<file path="config.mk">
export PLATFORM = sky130hd
export DESIGN_NAME = infer_reader_flat
export DESIGN_NICKNAME = d
export VERILOG_FILES = /design/src/rtl/infer_reader_pkg.sv /design/src/rtl/infer_reader_if.sv /design/src/rtl/infer_reader.sv /design/src/flat_wrapper.sv
export SDC_FILE = /design/constraint.sdc
export NUM_CORES = 1
export LEC_CHECK = 0
export ABC_AREA = 1
export CORE_UTILIZATION = 50
export CTS_CLUSTER_DIAMETER = 150
export DETAILED_ROUTE_END_ITERATION = 7
export GPL_TIMING_DRIVEN = 0
export PLACE_DENSITY = 0.82
export RECOVER_POWER = 100
export SETUP_SLACK_MARGIN = 0.2
export SYNTH_ARGS = -nofsm -noshare
export SYNTH_HDL_FRONTEND = slang
export SYNTH_SLANG_ARGS = --single-unit
</file>
<file path="constraint.sdc">
create_clock -name clk -period 3.6 [get_ports clk]
set_input_delay 0.72 -clock clk [delete_from_list [all_inputs] [get_ports clk]]
set_output_delay 0.72 -clock clk [all_outputs]
set_load 0.03 [all_outputs]
</file>
<file path="src/rtl/infer_reader_pkg.sv">
// Shared definitions for the post-halt inference read initiator.
package infer_reader_pkg;

  typedef enum logic [2:0] {
    S_IDLE     = 3'd0,
    S_WAIT_SK  = 3'd1,
    S_ISSUE    = 3'd2,
    S_WAIT_LAT = 3'd3,
    S_PRESENT  = 3'd4,
    S_DONE     = 3'd5
  } state_t;

  // One register stage in the core plus the memory pipeline.
  localparam int CORE_MEM_LAT     = 3;
  localparam int DEFAULT_READ_LAT = 1 + CORE_MEM_LAT;

endpackage

</file>
<file path="src/rtl/infer_reader_if.sv">
// Valid/ready stream carrying captured words and their addresses.
interface infer_reader_if #(
  parameter int ADDR_W = 16,
  parameter int DATA_W = 32
);

  logic              out_valid;
  logic              out_ready;
  logic [DATA_W-1:0] out_data;
  logic [ADDR_W-1:0] out_addr;

  modport master (
    output out_valid,
    output out_data,
    output out_addr,
    input  out_ready
  );

  modport slave (
    input  out_valid,
    input  out_data,
    input  out_addr,
    output out_ready
  );

endinterface

</file>
<file path="src/rtl/infer_reader.sv">
// Sweeps a word-address window through the core's inference read port once
// the core has halted, and streams each captured word to a consumer.
module infer_reader
  import infer_reader_pkg::*;
#(
  parameter int ADDR_W   = 16,
  parameter int DATA_W   = 32,
  parameter int READ_LAT = DEFAULT_READ_LAT
) (
  input  logic              clk,
  input  logic              rst_n,
  input  logic              start,
  input  logic [ADDR_W-1:0] base_addr,
  input  logic [ADDR_W-1:0] count,
  input  logic              sk,
  output logic              infer,
  output logic [ADDR_W-1:0] infer_addr,
  input  logic [DATA_W-1:0] infer_data,
  infer_reader_if.master    out_if,
  output logic              busy,
  output logic              done
);

  localparam int LAT_W = $clog2(READ_LAT + 1);

  state_t            state;
  logic [LAT_W-1:0]  lat_cnt;
  logic [ADDR_W-1:0] remaining;
  logic [ADDR_W-1:0] cur_addr;
  logic              out_valid_q;
  logic [DATA_W-1:0] out_data_q;
  logic [ADDR_W-1:0] out_addr_q;

  assign out_if.out_valid = out_valid_q;
  assign out_if.out_data  = out_data_q;
  assign out_if.out_addr  = out_addr_q;

  always_ff @(posedge clk or negedge rst_n) begin
    if (!rst_n) begin
      state       <= S_IDLE;
      lat_cnt     <= '0;
      remaining   <= '0;
      cur_addr    <= '0;
      infer       <= 1'b0;
      infer_addr  <= '0;
      out_valid_q <= 1'b0;
      out_data_q  <= '0;
      out_addr_q  <= '0;
      busy        <= 1'b0;
      done        <= 1'b0;
    end else begin
      case (state)
        S_IDLE, S_DONE: begin
          if (start) begin
            cur_addr  <= base_addr;
            remaining <= count;
            if (count == '0) begin
              state <= S_DONE;
              done  <= 1'b1;
              busy  <= 1'b0;
            end else begin
              state <= S_WAIT_SK;
              done  <= 1'b0;
              busy  <= 1'b1;
            end
          end
        end

        // sk is a one-shot gate: once the core has halted it stays halted.
        S_WAIT_SK: begin
          if (sk) begin
            state <= S_ISSUE;
          end
        end

        S_ISSUE: begin
          infer      <= 1'b1;
          infer_addr <= cur_addr;
          lat_cnt    <= LAT_W'(READ_LAT - 1);
          state      <= S_WAIT_LAT;
        end

        // The core re-registers infer_addr every cycle infer is high, so the
        // address must not move until the word has been captured.
        S_WAIT_LAT: begin
          if (lat_cnt == '0) begin
            out_data_q  <= infer_data;
            out_addr_q  <= cur_addr;
            out_valid_q <= 1'b1;
            infer       <= 1'b0;
            state       <= S_PRESENT;
          end else begin
            lat_cnt <= lat_cnt - LAT_W'(1);
          end
        end

        S_PRESENT: begin
          if (out_valid_q && out_if.out_ready) begin
            out_valid_q <= 1'b0;
            remaining   <= remaining - ADDR_W'(1);
            cur_addr    <= cur_addr + ADDR_W'(1);
            if (remaining == ADDR_W'(1)) begin
              state <= S_DONE;
              done  <= 1'b1;
              busy  <= 1'b0;
            end else begin
              state <= S_ISSUE;
            end
          end
        end

        default: begin
          state <= S_IDLE;
        end
      endcase
    end
  end

endmodule

</file>
<file path="src/flat_wrapper.sv">
// flat-port wrapper written by rule: the top's interface ports become plain ports
module infer_reader_flat import infer_reader_pkg::*;
#(
  parameter int ADDR_W   = 16,
  parameter int DATA_W   = 32,
  parameter int READ_LAT = DEFAULT_READ_LAT
)
  (clk, rst_n, start, base_addr, count, sk, infer, infer_addr, infer_data, busy, done, out_if_out_valid, out_if_out_data, out_if_out_addr, out_if_out_ready);
  infer_reader_if #(.ADDR_W(ADDR_W), .DATA_W(DATA_W)) out_if_i ();
  input  logic clk;
  input  logic rst_n;
  input  logic start;
  input  logic [ADDR_W-1:0] base_addr;
  input  logic [ADDR_W-1:0] count;
  input  logic sk;
  output logic infer;
  output logic [ADDR_W-1:0] infer_addr;
  input  logic [DATA_W-1:0] infer_data;
  output logic busy;
  output logic done;
  output wire logic [$bits(out_if_i.out_valid)-1:0] out_if_out_valid;
  output wire logic [$bits(out_if_i.out_data)-1:0] out_if_out_data;
  output wire logic [$bits(out_if_i.out_addr)-1:0] out_if_out_addr;
  input wire logic [$bits(out_if_i.out_ready)-1:0] out_if_out_ready;
  assign out_if_out_valid = out_if_i.out_valid;
  assign out_if_out_data = out_if_i.out_data;
  assign out_if_out_addr = out_if_i.out_addr;
  assign out_if_i.out_ready = out_if_out_ready;
  infer_reader #(.ADDR_W(ADDR_W), .DATA_W(DATA_W), .READ_LAT(READ_LAT)) u_core (.clk(clk), .rst_n(rst_n), .start(start), .base_addr(base_addr), .count(count), .sk(sk), .infer(infer), .infer_addr(infer_addr), .infer_data(infer_data), .out_if(out_if_i), .busy(busy), .done(done));
endmodule
</file>
**Yosys cells after proc, flatten, opt, wreduce, memory -nomap -nowiden**

Index checks and enable logic that the tools add are counted.
W data, S select, Z words.

- Flip-flop bits (word level): 106
- Input port bits: 69

- Add/subtract/negate cells: 3
- Eq/ne operators: 12
- Mux-type cells: 30
- Reductions and logical operators: 15

Operators with widths:

| kind | count |
|---|---|
| $mux W16 | 4 |
| $pmux W16 S2 | 2 |
| $mux W3 | 7 |
| $add A16 B1 Y16 const B | 1 |
| $eq A16 B1 Y1 const B | 1 |
| $logic_not A16 Y1 | 1 |
| $sub A16 B1 Y16 const B | 1 |
| $pmux W3 S5 | 1 |
| $mux W1 | 11 |
| $pmux W1 S2 | 4 |
| $reduce_and A4 Y1 | 2 |
| $eq A3 B2 Y1 const B | 2 |
| $eq A3 B3 Y1 const B | 2 |
| $logic_not A3 Y1 | 2 |
| $ne A2 B1 Y1 const B | 3 |
| $ne A2 B2 Y1 const B | 3 |
| $pmux W3 S2 | 1 |
| $reduce_and A2 Y1 | 3 |
| $reduce_and A3 Y1 | 2 |
| $reduce_bool A2 Y1 | 3 |
| $eq A3 B1 Y1 const B | 1 |
| $sub A3 B1 Y3 const B | 1 |
| $reduce_or A2 Y1 | 1 |
| $logic_and A1 B1 Y1 | 1 |

**Logic depth before layout (Yosys ltp)**

- Word-level depth: 4
- Gate-level depth with buffers: 10
- Gate-level depth less buffers: 10

**Least setup slack after synthesis**

OpenSTA, ideal clock, no wires.

- Kind: reg-to-reg
- Start: register u_core.lat_cnt[0]
- End: register u_core.infer
- Setup time: 0.126 ns
- Arrival: 1.369 ns
- Data required time: 3.474 ns
- Slack: 2.104 ns
- Cell stages (with the launch flop): 11
- Period minus slack after synthesis: 1.496 ns
- Path through: dfrtp_1 -> inv_1 -> ha_1 -> ha_1 -> inv_1 -> nor2_2 -> inv_2 -> buf_6 -> buf_2 -> nand2_1 -> nand2_1

- Longest elaborated chain between the ends: 3

Ends and longest elaborated chain:

| item | line | RTL |
|---|---|---|
| start: declaration | infer_reader.sv:27 | `logic [LAT_W-1:0] lat_cnt;` |
| start signal: assignment | infer_reader.sv:79 | `lat_cnt <= LAT_W'(READ_LAT - 1);` |
| start signal: assignment | infer_reader.sv:93 | `lat_cnt <= lat_cnt - LAT_W'(1);` |
| $logic_not A3 Y1 | infer_reader.sv:86 | `if (lat_cnt == '0) begin` |
| $ne A2 B1 Y1 (no line) | - |  |
| $reduce_and A2 Y1 (no line) | - |  |
| end signal: assignment | infer_reader.sv:44 | `infer <= 1'b0;` |
| end signal: assignment | infer_reader.sv:77 | `infer <= 1'b1;` |
| end signal: assignment | infer_reader.sv:90 | `infer <= 1'b0;` |
| end: declaration | infer_reader.sv:16 | `output logic infer,` |

Every way passes these cells.
A chain may end at the register's enable or synchronous reset.

==> flow_summary.json <==
{
  "nets": 948,
  "antenna_found_initial": 0,
  "root_buffer": "clkbuf_8",
  "clock_latency_ns": 0.38,
  "ys_warn_count": 0,
  "worstHoldPathType": "reg -> reg",
  "reg2regPathDepth": 8,
  "slew_violations": 45,
  "final_cell_mix": "nand2_1, dfrtp_1, nor2_1, dlygate4sd3_1, clkdlybuf4s50_1",
  "ctsResizeCount": 0,
  "syn_inst": 726,
  "first_pass_iters": 5,
  "p_leak_nw": 3.46,
  "cp.depth": 1,
  "initial_core_util": 0.515,
  "drtIter0Drc": 261,
  "ys_seq_area_frac": 0.501,
  "end_kind": "async pin",
  "grt_usage": 0.271,
  "crit_path_cell_trace": "clkbuf_1",
  "worst-setup-path-type": "in -> async",
  "final_util": 0.681,
  "drt-met1-wl_mm": 6.11,
  "slew_headroom": -0.595,
  "cts_buffers": 9,
  "status": "complete, but fails checks",
  "hold_viol": 0,
  "grt_max_degree": 63,
  "synth_nets": 800,
  "synthArstFlopShare": 1.00,
  "ioPinCount": 137,
  "power_density_nw_per_um2": 861,
  "rsz0062_at_grt": "false",
  "stdcell_area_um2": 7000,
  "postPlaceCellArea_um2": 6850,
  "worst_ep_arrival_time_ns": 2.41,
  "wl_met2_mm": 6.90,
  "synth-edff-count": 0,
  "overflow": 0,
  "violations": "max-capacitance violations, max-slew violations",
  "place_congestion": 0.907,
  "crit_buf_inv": 1,
  "cts.clk_slew.worst_paths_ns": 0.10,
  "row_count": 37,
  "slowest_stage": "clkbuf_1",
  "post-cts-setup-buffers": 0,
  "start_kind": "input pin",
  "fp.coreArea_um2": 10300,
  "ys_types": 25,
  "post-route-min-period_ns": 2.41,
  "cts_max_path_buffers": 2,
  "syn_avg_cell_area_um2": 7.29,
  "cts.sinks": 106,
  "top_layer_used": "met4",
  "port_buffers": 136,
  "final_common_cell": "nand2_1",
  "synth-seq-cells": 106,
  "hpwl_mm": 10.8,
  "grt_pass1_vias": 5077,
  "drc": 0,
  "hold_buffers": 0,
  "syn_to_final_growth_pct": 32.4,
  "fill_cells": 912,
  "wl_mm": 14.2,
  "ys.flop_type": "dfrtp_1",
  "netlist_area_um2": 5290,
  "cap_violations": 1,
  "cts_tree": "done",
  "die_height_um": 105,
  "period_share": 0.670,
  "critical_path_required_ns": 3.60,
  "cp_top_family": "buffers and inverters",
  "ir_worst_vdd_uv": 432,
  "num_antenna_cells": 0,
  "worstMarginPinSlew_ns": 2.39,
  "via_count": 5189,
  "setup_viol": 0,
  "cpPeakStageDelay_ns": 1.67,
  "cts_htree_levels": 3,
  "skew_ns": 0.00774,
  "viasPerCell": 5.11,
  "drive_gt1_frac": 0.0341,
  "grt_pass1_wl_mm": 23.7,
  "die_w_um": 105,
  "wl_per_cell_um": 13.9,
  "route.met3.wl_um": 704,
  "whs_path_depth": 2,
  "fmax_mhz": 414,
  "crit_fanout": 45,
  "die-area_um2": 11000,
  "final_cells": 1015,
  "postRouteAntennaNets": 0,
  "placed_cells": 999
}
[worst paths after layout]
path | start | end | slack [ns]
max | rst_n | u_core.out_if.out_addr[10] | 1.19
min | u_core.out_if.out_data[2] | u_core.out_if.out_data[2] | 0.47
max reg2reg | u_core.state[2] | u_core.out_if.out_data[22] | 1.34
min reg2reg | u_core.out_if.out_data[2] | u_core.out_if.out_data[2] | 0.47
max in group clk | u_core.state[2] | u_core.out_if.out_data[22] | 1.34
min in group asynchronous | rst_n | u_core.out_if.out_data[14] | 1.06
[Yosys cell counts, types with 2 or more instances]
master | instances | share of area
ha_1 | 5 | 0.012
inv_2 | 4 | 0.0028
nor2_2 | 3 | 0.0035
nand2_2 | 2 | 0.0024
a21oi_1 | 4 | 0.0038
buf_2 | 14 | 0.013
o22ai_1 | 2 | 0.0024
o21ai_0 | 44 | 0.042
dfrtp_1 | 106 | 0.50
clkbuf_1 | 8 | 0.0057
inv_1 | 51 | 0.036
nand3_1 | 45 | 0.043
nand4_1 | 10 | 0.012
nand2_1 | 308 | 0.22
xor2_1 | 2 | 0.0033
nor2_1 | 89 | 0.063
nand3b_1 | 3 | 0.0043
o21ai_1 | 16 | 0.015
buf_6 | 3 | 0.0064
o211ai_1 | 2 | 0.0028
[layer usage]
metal / track usage / vias up
met5: 0 / -
met4: 0.120 / 0
met3: 0.0405 / 34
met2: 0.449 / 183
met1: 0.353 / 2406
li1: - / 2566
[layout make-up]
class / instances / area (um2) / share of cell area
repair buffers: 137 / 1380 / 0.197
clock inverters: 7 / 77.6 / 0.0111
plain buffers: 26 / 106 / 0.0152
multi-input cells: 539 / 2280 / 0.326
well taps: 136 / 170 / 0.0243
flip-flops and latches: 106 / 2650 / 0.379
clock buffers: 9 / 124 / 0.0177
inverters: 55 / 206 / 0.0295
[kinds of logic (layout without fill, tap and decap cells)]
group | after synthesis | after routing | synth area share
xor+xnor | 3 | 3 | 0.00497
fa+ha+maj | 5 | 5 | 0.0118
buf+inv | 81 | 234 | 0.0650
compound gates | 69 | 69 | 0.0674
simple gates | 462 | 462 | 0.349
flops | 106 | 106 | 0.501
[registers in the layout (all words and copies together) (netlist names)]
name and flops:
u_core.busy 1, u_core.cur_addr 16, u_core.done 1, u_core.infer 1
u_core.infer_addr 16, u_core.lat_cnt 3, u_core.out_if.out_addr 16, u_core.out_if.out_data 32
u_core.out_if.out_valid 1, u_core.remaining 16, u_core.state 3
[stage by stage]
stage               worst slack (ns)  total power (W)  hold WS (ns)  TNS [ns]
floorplan                       2.10          0.00419         0.424         0
global placement               -2.11          0.00535         0.454   -223.19
detailed placement              1.45          0.00548         0.458         0
CTS                             1.41          0.00624         0.342         0
global route                   0.746          0.00649         0.499         0
finish                          1.19          0.00603         0.474         0
[power breakdown]
part | leakage [nW] | switching (W) | total (W) | internal, W
Sequential | 1.30 | 0.000395 | 0.00214 | 0.00175
Clock | 0.0938 | 0.000437 | 0.000765 | 0.000328
Combinational | 2.06 | 0.00206 | 0.00312 | 0.00107
Total | 3.46 | 0.00289 | 0.00603 | 0.00314
(Power assumes the default switching activity.)
